==> config.mk <==
export PLATFORM = sky130hd
export DESIGN_NAME = conv_ofm_writer
export DESIGN_NICKNAME = d
export VERILOG_FILES = /design/src/rtl/conv_ofm_writer.sv
export SDC_FILE = /design/constraint.sdc
export NUM_CORES = 1
export LEC_CHECK = 0
export ABC_AREA = 0
export ABC_CLOCK_PERIOD_IN_PS = 5600
export CORE_MARGIN = 2
export CORE_UTILIZATION = 62
export DETAILED_ROUTE_END_ITERATION = 8
export HOLD_SLACK_MARGIN = 0.15
export PLACE_DENSITY = 0.86
export SETUP_SLACK_MARGIN = 0.4
export SYNTH_ARGS = -nofsm -noshare
export SYNTH_HDL_FRONTEND = slang
export SYNTH_SLANG_ARGS = --single-unit
==> constraint.sdc <==
create_clock -name clk -period 5.6 [get_ports clk]
set_input_delay 1.12 -clock clk [delete_from_list [all_inputs] [get_ports clk]]
set_output_delay 1.12 -clock clk [all_outputs]
set_load 0.02 [all_outputs]
==> src/rtl/conv_ofm_writer.sv <==
`default_nettype none
// ============================================================================
// Module      : conv_ofm_writer
// Description : Requantizes the transposed-convolution output stream, tags
//               each value with its linear OFM address and writes it to the
//               output feature-map SRAM through a small show-ahead FIFO.
// Revision    : 1.0 - initial release
// ============================================================================
module conv_ofm_writer #(
    parameter int DATA_WIDTH = 48,
    parameter int OUT_WIDTH  = 16,
    parameter int FRAC_SHIFT = 8,
    parameter int OFM_SIZE   = 64,
    parameter int CO         = 8,
    parameter int FIFO_DEPTH = 4,
    parameter int ADDR_WIDTH = $clog2(CO * OFM_SIZE * OFM_SIZE)
) (
    input  logic                         clk,
    input  logic                         rst_n,
    input  logic                         start,
    input  logic                         in_valid,
    input  logic signed [DATA_WIDTH-1:0] in_data,
    input  logic                         in_end,
    output logic                         mem_we,
    input  logic                         mem_ready,
    output logic [ADDR_WIDTH-1:0]        mem_addr,
    output logic [OUT_WIDTH-1:0]         mem_wdata,
    output logic                         busy,
    output logic                         done,
    output logic                         err_overflow,
    output logic                         err_short,
    output logic                         err_extra
);

    localparam int c_COL_W = (OFM_SIZE > 1) ? $clog2(OFM_SIZE) : 1;
    localparam int c_CH_W  = (CO > 1) ? $clog2(CO) : 1;
    localparam int c_PTR_W = $clog2(FIFO_DEPTH);
    localparam int c_CNT_W = c_PTR_W + 1;

    localparam logic [c_COL_W-1:0] c_COL_LAST = c_COL_W'(OFM_SIZE - 1);
    localparam logic [c_CH_W-1:0]  c_CH_LAST  = c_CH_W'(CO - 1);
    localparam logic [c_CNT_W-1:0] c_CNT_FULL = c_CNT_W'(FIFO_DEPTH);

    // Half-LSB rounding bias; collapses to zero when FRAC_SHIFT is zero.
    localparam logic signed [DATA_WIDTH:0] c_ROUND =
        ({{DATA_WIDTH{1'b0}}, 1'b1} << FRAC_SHIFT) >> 1;
    localparam logic signed [DATA_WIDTH:0] c_QMAX =
        {{(DATA_WIDTH - OUT_WIDTH + 2){1'b0}}, {(OUT_WIDTH - 1){1'b1}}};
    localparam logic signed [DATA_WIDTH:0] c_QMIN =
        {{(DATA_WIDTH - OUT_WIDTH + 2){1'b1}}, {(OUT_WIDTH - 1){1'b0}}};

    typedef enum logic [1:0] {
        S_IDLE  = 2'd0,
        S_RUN   = 2'd1,
        S_FLUSH = 2'd2,
        S_DONE  = 2'd3
    } state_t;

    state_t r_state;

    logic [c_COL_W-1:0] r_col;
    logic [c_COL_W-1:0] r_row;
    logic [c_CH_W-1:0]  r_ch;

    logic [ADDR_WIDTH-1:0] r_fifo_addr [FIFO_DEPTH];
    logic [OUT_WIDTH-1:0]  r_fifo_data [FIFO_DEPTH];
    logic [c_PTR_W-1:0]    r_wr_ptr;
    logic [c_PTR_W-1:0]    r_rd_ptr;
    logic [c_CNT_W-1:0]    r_count;

    logic signed [DATA_WIDTH:0] w_round;
    logic signed [DATA_WIDTH:0] w_shift;
    logic [OUT_WIDTH-1:0]       w_q;
    logic [ADDR_WIDTH-1:0]      w_addr;
    logic                       w_col_last;
    logic                       w_row_last;
    logic                       w_ch_last;
    logic                       w_last;
    logic                       w_full;
    logic                       w_empty;
    logic                       w_accept;
    logic                       w_push;
    logic                       w_pop;
    logic                       w_final;
    logic [c_CNT_W-1:0]         w_count_next;

    // ------------------------------------------------------------------
    // Requantization: round half-up, arithmetic shift, saturate.
    // ------------------------------------------------------------------
    always_comb begin
        w_round = $signed({in_data[DATA_WIDTH-1], in_data}) + c_ROUND;
        w_shift = w_round >>> FRAC_SHIFT;
        if (w_shift > c_QMAX) begin
            w_q = c_QMAX[OUT_WIDTH-1:0];
        end else if (w_shift < c_QMIN) begin
            w_q = c_QMIN[OUT_WIDTH-1:0];
        end else begin
            w_q = w_shift[OUT_WIDTH-1:0];
        end
    end

    assign w_addr = ADDR_WIDTH'(r_ch) * ADDR_WIDTH'(OFM_SIZE * OFM_SIZE)
                  + ADDR_WIDTH'(r_row) * ADDR_WIDTH'(OFM_SIZE)
                  + ADDR_WIDTH'(r_col);

    assign w_col_last = (r_col == c_COL_LAST);
    assign w_row_last = (r_row == c_COL_LAST);
    assign w_ch_last  = (r_ch == c_CH_LAST);
    assign w_last     = w_col_last & w_row_last & w_ch_last;

    assign w_full   = (r_count == c_CNT_FULL);
    assign w_empty  = (r_count == '0);
    assign w_accept = (r_state == S_RUN) & in_valid & ~start;
    // A full FIFO drops the sample even if the head pops this same cycle.
    assign w_push   = w_accept & ~w_full;
    assign w_pop    = ~w_empty & mem_ready;
    assign w_final  = w_accept & w_last;

    assign w_count_next = r_count + c_CNT_W'(w_push) - c_CNT_W'(w_pop);

    assign mem_we    = ~w_empty;
    assign mem_addr  = r_fifo_addr[r_rd_ptr];
    assign mem_wdata = r_fifo_data[r_rd_ptr];

    // ------------------------------------------------------------------
    // Column / row / channel position counters.
    // ------------------------------------------------------------------
    always_ff @(posedge clk or negedge rst_n) begin
        if (!rst_n) begin
            r_col <= '0;
            r_row <= '0;
            r_ch  <= '0;
        end else if (start) begin
            r_col <= '0;
            r_row <= '0;
            r_ch  <= '0;
        end else if (w_accept) begin
            if (w_col_last) begin
                r_col <= '0;
                if (w_row_last) begin
                    r_row <= '0;
                    r_ch  <= w_ch_last ? '0 : r_ch + 1'b1;
                end else begin
                    r_row <= r_row + 1'b1;
                end
            end else begin
                r_col <= r_col + 1'b1;
            end
        end
    end

    // ------------------------------------------------------------------
    // Elastic write FIFO; storage is reset so the head reads zero idle.
    // ------------------------------------------------------------------
    always_ff @(posedge clk or negedge rst_n) begin
        if (!rst_n) begin
            for (int i = 0; i < FIFO_DEPTH; i++) begin
                r_fifo_addr[i] <= '0;
                r_fifo_data[i] <= '0;
            end
            r_wr_ptr <= '0;
            r_rd_ptr <= '0;
            r_count  <= '0;
        end else if (start) begin
            r_wr_ptr <= '0;
            r_rd_ptr <= '0;
            r_count  <= '0;
        end else begin
            if (w_push) begin
                r_fifo_addr[r_wr_ptr] <= w_addr;
                r_fifo_data[r_wr_ptr] <= w_q;
                r_wr_ptr              <= r_wr_ptr + 1'b1;
            end
            if (w_pop) begin
                r_rd_ptr <= r_rd_ptr + 1'b1;
            end
            r_count <= w_count_next;
        end
    end

    // ------------------------------------------------------------------
    // Layer control FSM with registered status outputs.
    // ------------------------------------------------------------------
    always_ff @(posedge clk or negedge rst_n) begin
        if (!rst_n) begin
            r_state      <= S_IDLE;
            busy         <= 1'b0;
            done         <= 1'b0;
            err_overflow <= 1'b0;
            err_short    <= 1'b0;
            err_extra    <= 1'b0;
        end else if (start) begin
            r_state      <= S_RUN;
            busy         <= 1'b1;
            done         <= 1'b0;
            err_overflow <= 1'b0;
            err_short    <= 1'b0;
            err_extra    <= 1'b0;
        end else begin
            if (w_accept && w_full) begin
                err_overflow <= 1'b1;
            end
            if (in_valid && (r_state != S_RUN)) begin
                err_extra <= 1'b1;
            end
            case (r_state)
                S_IDLE: begin
                    done <= 1'b0;
                end
                S_RUN: begin
                    if (w_final || in_end) begin
                        r_state <= S_FLUSH;
                    end
                    if (in_end && !w_final) begin
                        err_short <= 1'b1;
                    end
                end
                S_FLUSH: begin
                    // Look at the next count so done follows the last write directly.
                    if (w_count_next == '0) begin
                        r_state <= S_DONE;
                        busy    <= 1'b0;
                        done    <= 1'b1;
                    end
                end
                S_DONE: begin
                    r_state <= S_IDLE;
                    done    <= 1'b0;
                end
                default: begin
                    r_state <= S_IDLE;
                    busy    <= 1'b0;
                    done    <= 1'b0;
                end
            endcase
        end
    end

endmodule
`default_nettype wire

After elaboration in Yosys (flattened, before gate mapping)
Cells that the tools add are included.
{ "word_totals": {"input_bits": 54, "reg_bits": 153, "output_inout_bits": 37, "wordCells": 135} }
{ "classes": {"add_sub_neg": 10, "mux": 48, "magnitude_cmp": 5, "bitwise": 12, "n_eq_ne": 10, "n_reduce_logical": 30} }
{ "op_table": {"columns": ["operator", "n"], "rows": [
  ["2-to-1 mux 16 bit", 5],
  ["bitwise mux 64 bit", 1],
  ["bitwise mux 60 bit", 1],
  ["adder 48 x 9 -> 49 bit, second input constant", 1],
  ["2-to-1 mux 15 bit", 3],
  ["2-to-1 mux 6 bit", 7],
  ["> comparator 41 x 16 -> 1 bit, second input constant", 1],
  ["< comparator 41 x 16 -> 1 bit, second input constant", 1],
  ["binary-select mux 16 bit (select 2 bit)", 1],
  ["demux 16 bit (select 2 bit)", 1],
  ["binary-select mux 15 bit (select 2 bit)", 1],
  ["demux 15 bit (select 2 bit)", 1],
  ["nonzero test 2 bit", 11],
  ["2-to-1 mux 3 bit", 6],
  ["adder 15 x 12 -> 15 bit", 1],
  ["adder 15 x 6 -> 15 bit", 1],
  ["2-to-1 mux 2 bit", 7],
  ["adder 6 x 1 -> 6 bit, second input constant", 2],
  ["equality test 6 bit, second input constant", 2],
  ["2-to-1 mux 1 bit", 12],
  ["AND reduction 2 bit", 5],
  ["AND 1 bit", 7],
  ["equality test 3 bit, second input constant", 2],
  ["greater-or-equal comparator 3 bit, second input constant", 2],
  ["23 further kinds", 33]
]} }

Logic depth before layout (Yosys ltp)
Gate-level depths: netlist of run 1.
{ "depth": {"ltp_word": 10, "mapped_depth": 16} }

Worst setup path before layout of run 1
Ideal clock, no wire load.
{ "synth_path": {"kind": "input port to flip-flop", "startpoint": "input port in_data[27]", "endpoint": "register r_fifo_data[20] in the netlist's numbering", "required_ps": 5476, "setup_time_ps": 124, "path_stages": 11, "slack_ps": 1431, "arrival_time_ps": 4045, "cell_sequence": "buf_2 -> nand3_1 -> or4_1 -> buf_2 -> or4_1 -> mux2_2 -> nand4_1 -> or4_4 -> o21a_1 -> buf_2 -> o31a_1"} }
{ "synth_between": {"elab_chain_len": 5, "elab_cells_between_ends": 6} }
{ "synth_rtl": {"columns": ["element", "line", "rtl"], "rows": [
  ["start: declaration", "22", "input logic signed [DATA_WIDTH-1:0] in_data,"],
  ["adder 48 x 9 -> 49 bit *", "91", "w_round = $signed({in_data[DATA_WIDTH-1], in_data}) + c_ROUND;"],
  ["< comparator 41 x 16 -> 1 bit", "95", "end else if (w_shift < c_QMIN) begin"],
  ["2-to-1 mux 16 bit", "95", null],
  ["2-to-1 mux 16 bit *", "93", "if (w_shift > c_QMAX) begin"],
  ["bitwise mux 64 bit *", "171", "r_fifo_data[r_wr_ptr] <= w_q;"],
  ["end signal: indexed assignment", "171", null],
  ["end: declaration", "66", "logic [OUT_WIDTH-1:0] r_fifo_data [FIFO_DEPTH];"]
]} }
Mark *: on every way between the ends. The rest lies on a longest branch, timed or not.
A chain may end at the register's enable or synchronous reset.

Worst setup path in the final report of run 1
{ "layout_path": {"startpoint": "input port in_data[22]", "endpoint": "register r_fifo_data[22] in the netlist's numbering"} }
Same word-level chain as after synthesis.

==> impl_results.md, run 1 <==
- Status: finished clean
- First-pass GRT wire length: 35100 um
- Endpoints failing setup: 0
- DIE WIDTH: 120 um
- Hold EP: busy
- Worst clock skew: 0.00839 ns
- YS warnings: 0
- Port Buffer Count: 83
- Worst endpoint required time: 5.83 ns
- Final global-route overflow total: 0
- Final Wtd Congestion: 0.966
- Die Ht: 120 um
- Iter 0 DRT Violations: 548
- RSZ-0062 raised after global routing: false
- Leakage: 4.26 nW
- Syn avg cell area: 11.2 um2
- Synth async-reset ratio: 1.00
- Register-to-Register Path Depth: 16
- TritonCTS clock tree: built
- Initial antenna violation count: 0
- Cells after Synth: 749
- Count leader, synth: dfrtp_1
- Slew Limit Fails: 0
- Hold_sp: busy
- Critical path arrival: 5.06 ns
- Avg WL per Cell: 21.4 um
- Htree depth: 4
- R2r setup slk: 1.73 ns
- Fin. Hold Viols: 0
- Setup_tns: 0 ns
- Post-synth top area cell: dfrtp_1
- Buffer count from post-CTS setup fixing: 0
- Clk_lat worst skew: 0.43 ns
- Max Buffers Root-to-Sink: 2
- Routed Antenna Nets: 0
- IO Count: 91
- Final WS setup: 0.769 ns
- CTS resizes: 0
- Measured slew at the worst slew-check pin: 0.925 ns
- P_sw: 0.00124 W
- Worst IR Drop VDD: 0.286 mV
- Antenna Cells: 0
- Internal power: 0.00261 W
- CTS clk-pin slew, worst paths: 0.06 ns
- HP Class: register to register
- Flops & latches, synth: 153
- Total power: 0.00385 W
- # rows: 42
- Vias in the first global route: 6863
- Detailed Route WL: 21600 um
- Remaining DRCs: 0
- Flop pwr share: 0.385
- Fmax: 207 MHz
- Pwr per Cell Area: 387 mW/mm2
- # hold bufs at CTS: 0
- Starting Density: 0.634
- Post-synth top area share: 0.456
- Final worst path period share: 0.863
- Critical path class: input port to register
- GRT Total Usage: 0.314
- Post-synth top cells: 153 x dfrtp_1, 77 x nand2_1, 61 x mux2_2
- Nets: 888
- Vias per cell: 6.67
- CP max FO: 10
- Hold Path Depth: 1
- CP Capture Type: register
- CORE AREA: 0.0132 mm2
- Post-Place Worst Slack: 0.428 ns
- Comb pwr share: 0.316
- Max_cap viols: 0
- Seq/Total Area, Yosys: 0.456
- Layout cells sized above 1: 0.187
- Synthesized area: 0.00840 mm2
- Root Driver: clkbuf_16
- Vias: 6716
- Area grow syn2layout: 18.5%
- Worst Setup Start Kind: input port
- Top cells by area, synth: dfrtp_1 46%, mux4_2 8.3%, mux2_2 8.2%
- Sw frac: 0.322
- Reg2reg end: r_state[0]
- Min cycle time layout: 4.83 ns
- Post-Syn Nets: 818
- Post-synth EDFFs: 0
- Yosys cell types: 61
- Clock sinks: 153
- WHS: 0.480 ns
- Reg-to-Reg Start: r_state[1]
- Rel. slew slack: 0.383
- Drt pass-1 iters: 5
- Clock share of power: 0.298
- Area of the die: 0.0145 mm2
- DP HPWL: 14500 um
- Most used DFF post-synth: dfrtp_1
- Pin count of the biggest net entering global routing: 87
- CTS Buf Count: 17
power groups by stage:
| stage | Combinational, W | Sequential (W) | Clock, W |
|---|---|---|---|
| final | 0.00122 | 0.00148 | 0.00115 |
| after floorplan | 0.000802 | 0.00141 | 0 |
| after global placement | 0.00115 | 0.00147 | 0 |
| after global routing | 0.00131 | 0.00151 | 0.00121 |
| after CTS | 0.00122 | 0.00148 | 0.00116 |
| after detailed placement | 0.00120 | 0.00149 | 0 |
cell usage in the layout (no fill, tap or decap), types with 11 or more instances in the layout:
cell	n
dfrtp_1	151
clkdlybuf4s50_1	82
nand2_1	77
mux2_2	61
nor2_1	33
mux4_2	31
nand3_1	27
nand2b_1	24
xnor2_1	21
o31a_1	21
o311ai_1	21
o311ai_0	19
nand4_1	18
xor2_1	17
clkbuf_16	17
buf_4	16
o21ai_0	15
inv_1	14
a21oi_1	14
ha_1	14
and3_1	13
nor3_1	11
worst max-delay path by stage:
stage,from,end,cells past startpoint
3_3_place_gp,in_data[22],r_fifo_data[36],9
4_1_cts,in_data[22],r_fifo_data[44],9
3_5_place_dp,in_data[22],r_fifo_data[36],9
2_1_floorplan,in_data[27],r_fifo_data[20],11
6_report,in_data[22],r_fifo_data[22],9
5_1_grt,in_data[22],r_fifo_data[22],9
cell families after synthesis:
group | after synthesis | share of synthesized area
AOI/OAI and AO/OA | 132 | 0.120
xor gates and xnor gates | 38 | 0.0396
adders and majority gates | 15 | 0.0232
buffers and inverters | 62 | 0.0316
DFF | 153 | 0.456
muxes | 95 | 0.169
and+or+nand+nor | 254 | 0.161
state kept, by name (all words and copies together), names as in the netlist:
register      count
r_fifo_data      64
r_count           3
err_extra         1
r_state           2
r_row             6
done              1
r_col             6
r_rd_ptr          2
r_ch              3
err_overflow      1
r_fifo_addr      60
err_short         1
r_wr_ptr          2
busy              1
per-layer routing:
layer / vias up / global-route usage / routed length, um
met5: - / 0 / 0
met4: 0 / 0.121 / 551
met3: 55 / 0.0632 / 1260
met2: 296 / 0.518 / 11000
met1: 3394 / 0.413 / 8760
li1: 2971 / - / -
area by class of cell:
class | instances | area [um2]
Multi-Input combinational cell | 534 | 4300
Sequential cell | 153 | 3830
Fill cell | 882 | 3290
Timing Repair Buffer | 99 | 952
Clock buffer | 19 | 453
Tap cell | 176 | 220
Clock inverter | 12 | 139
Inverter | 14 | 52.6
critical path, cell delays in order:
cell             delay, ns
clkdlybuf4s50_1       0.59
nand3_1               0.21
or4_1                 0.71
or4_1                 0.59
mux2_2                0.30
nand4_1               0.10
or4_4                 0.58
o21ai_2               0.52
o311ai_0              0.33
per-stage QoR:
stage	std cells	utilization	instance area [um2]
2_1_floorplan	749	-	8400
6_report	1007	0.752	9950
3_5_place_dp	976	0.707	9360
3_3_place_gp	976	0.707	9360
4_1_cts	1007	0.752	9950
5_1_grt	1007	0.752	9950
No activity file was read; power rests on OpenSTA's default activity.
==> run 2, diff against run 1 <==
--- a/config.mk
+++ b/config.mk
@@ -10,6 +10,7 @@
 export CORE_MARGIN = 2
 export CORE_UTILIZATION = 62
 export DETAILED_ROUTE_END_ITERATION = 8
+export GPL_TIMING_DRIVEN = 0
 export HOLD_SLACK_MARGIN = 0.15
 export PLACE_DENSITY = 0.86
 export SETUP_SLACK_MARGIN = 0.4
==> run 2 against run 1 <==
Compared with the run above:
- critical path depth is 1 higher
- core utilization increased by 0.63 points
- flip-flop and latch count unchanged
- clock-buffer cell count unchanged
- hold slack better by 0.0082 ns
- total power up 0.83%
- die area did not move
- via count increased by 5.9%
- sequential power decreased by 3%
==> impl_results.md, run 2 (synthesis results as in run 1) <==
- Status: finished clean
- Design area: 0.0100 mm2 (+0.84%)
- Iter 0 DRT Violations: 789 (+44%)
- DIE WIDTH: 120 um (unchanged)
- Largest register FFs: 64 (unchanged)
- Final WS setup: 0.534 ns (-0.235 ns)
- CP Capture Type: register
- Avg WL per Cell: 23.1 um (+7.8%)
- Area of the die: 0.0145 mm2 (unchanged)
- Port Buffer Count: 80 (-3.6%)
- Layout cells sized above 1: 0.174 (-0.0125)
- Final worst path period share: 0.905 (+0.0419)
- Most common cell after layout, fill and taps aside: dfrtp_1
- Worst Setup Start Kind: input port
- IO Count: 91 (unchanged)
- Post-placement cell area: 0.00945 mm2 (+0.94%)
- Rel. slew slack: 0.290 (-0.0932)
- GRT Total Usage: 0.348 (+0.0333)
- Leakage: 4.28 nW (+0.50%)
- Worst clock skew: 0.00784 ns (-0.000546 ns)
- RSZ-0062 raised after global routing: false
- Slew Limit Fails: 0 (unchanged)
- Layout Cells excl Fill: 1038 (+3.1%)
- Post-Place Worst Slack: 0.175 ns (-0.253 ns)
- Initial antenna violation count: 0 (unchanged)
- Most frequent cells in the layout: 153 x dfrtp_1, 79 x clkdlybuf4s50_1, 77 x nand2_1
- Max_cap viols: 0 (unchanged)
- Max Buffers Root-to-Sink: 2 (unchanged)
- Die Ht: 120 um (unchanged)
- Setup_tns: 0 ns (unchanged)
- Measured slew at the worst slew-check pin: 1.06 ns (+0.130 ns)
- Root Driver: clkbuf_16
- Worst endpoint required time: 5.85 ns (+0.02 ns)
- Critical path class: input port to register
- Crit path launch: in_data[22]
- Vias in the first global route: 7295 (+6.3%)
- Vias: 7113 (+5.9%)
- First-pass GRT wire length: 38400 um (+9.4%)
- CTS resizes: 0 (unchanged)
- Final Wtd Congestion: 0.912 (-5.5%)
- Starting Density: 0.634 (unchanged)
- Drt pass-1 iters: 6 (+1)
- CTS Buf Count: 17 (unchanged)
- CTS clk-pin slew, worst paths: 0.06 ns (about the same)
- Vias per cell: 6.85 (+2.7%)
- DP HPWL: 16100 um (+11%)
- HP Class: register to register
- Antenna Cells: 0 (unchanged)
- Final global-route overflow total: 0 (unchanged)
- Critical path arrival: 5.31 ns (+0.25 ns)
- Largest regs: r_fifo_data (64), r_fifo_addr (60)
- CP max FO: 10 (unchanged)
- Worst IR Drop VDD: 0.367 mV (+28%)
- Buffer count from post-CTS setup fixing: 0 (unchanged)
- Endpoints failing setup: 0 (unchanged)
- Reg-to-Reg Start: r_state[1]
- Area grow syn2layout: 19.5%
- Biggest register: r_fifo_data
- Detailed Route WL: 24000 um (+11%)
- CORE AREA: 0.0132 mm2 (unchanged)
- TritonCTS clock tree: built
- Fmax: 197 MHz (-4.6%)
- Pwr per Cell Area: 387 mW/mm2 (about the same)
- Routed Antenna Nets: 0 (unchanged)
- Remaining DRCs: 0 (unchanged)
- Fin. Hold Viols: 0 (unchanged)
- Placed cell count: 1006 (+3.1%)
- Hold_sp: r_fifo_data[18]
- # rows: 42 (unchanged)
- Pin count of the biggest net entering global routing: 96 (+10%)
- Clk_lat worst skew: 0.44 ns (about the same)
- Htree depth: 4 (unchanged)
- Clock sinks: 153 (unchanged)
- Total power: 0.00388 W (+0.83%)
- Min cycle time layout: 5.07 ns (+0.235 ns)
- # hold bufs at CTS: 0 (unchanged)
- Nets: 918 (+3.4%)
-- run 2: cell types whose count changed in the layout (fill, tap and decap cells not counted), moves of 3 or more --
cell,previous run,this run
clkbuf_1,0,30
buf_4,16,0
buf_1,0,8
buf_2,0,8
buf_6,1,4
clkdlybuf4s50_1,82,79
-- run 2: per-stage QoR --
step           utilization  hold slack, ns
2_1_floorplan            -           0.445
6_report             0.758           0.488
5_1_grt              0.758           0.511
3_5_place_dp         0.713           0.472
3_3_place_gp         0.711           0.458
4_1_cts              0.758           0.485
-- run 2: metal layers --
| layer | track usage | routed length [um] | up-vias |
|---|---|---|---|
| li1 | - | - | 3047 |
| met1 | 0.468 | 9820 | 3563 |
| met2 | 0.550 | 11800 | 434 |
| met3 | 0.0783 | 1750 | 69 |
| met4 | 0.143 | 670 | 0 |
| met5 | 0 | 0 | - |
-- run 2: worst max-delay path: stages --
cell,delay (ns)
clkdlybuf4s50_1,0.60
nand3_1,0.23
or4_1,0.56
buf_2,0.20
or4_1,0.56
mux2_2,0.29
nand4_1,0.12
or4_4,0.60
o21ai_1,0.75
o311ai_0,0.29
-- run 2: report_power, final --
group	total (W)	switching [W]	internal [W]
Sequential	0.00143	0.000125	0.00130
Combinational	0.00130	0.000675	0.000628
Clock	0.00115	0.000479	0.000671
Total	0.00388	0.00128	0.00260
-- run 2: worst paths after layout --
| path | slack [ns] | cells after the start | to |
|---|---|---|---|
| max | 0.53 | 10 | r_fifo_data[3] |
| min | 0.49 | 2 | r_fifo_data[18] |
| max reg2reg | 1.80 | 16 | done |
| min reg2reg | 0.49 | 2 | r_fifo_data[18] |
| max in group asynchronous | 4.12 | 2 | r_fifo_data[38] |
| min in group asynchronous | 0.65 | 1 | r_fifo_addr[51] |
-- run 2: final cells by class --
cell class / count / area [um2]
Clock inverter: 13 / 141
Tap cell: 176 / 220
Multi-Input combinational cell: 534 / 4310
Sequential cell: 153 / 3830
Timing Repair Buffer: 81 / 830
Clock buffer: 19 / 443
Buffer: 48 / 213
Fill cell: 847 / 3210
Inverter: 14 / 52.6
==> run 3, diff against run 2 <==
--- a/config.mk
+++ b/config.mk
@@ -6,7 +6,6 @@
 export NUM_CORES = 1
 export LEC_CHECK = 0
 export ABC_AREA = 0
-export ABC_CLOCK_PERIOD_IN_PS = 5600
 export CORE_MARGIN = 2
 export CORE_UTILIZATION = 62
 export DETAILED_ROUTE_END_ITERATION = 8
==> results of run 3 <==
Final layout, timing and power as in run 2 (identical DEF).
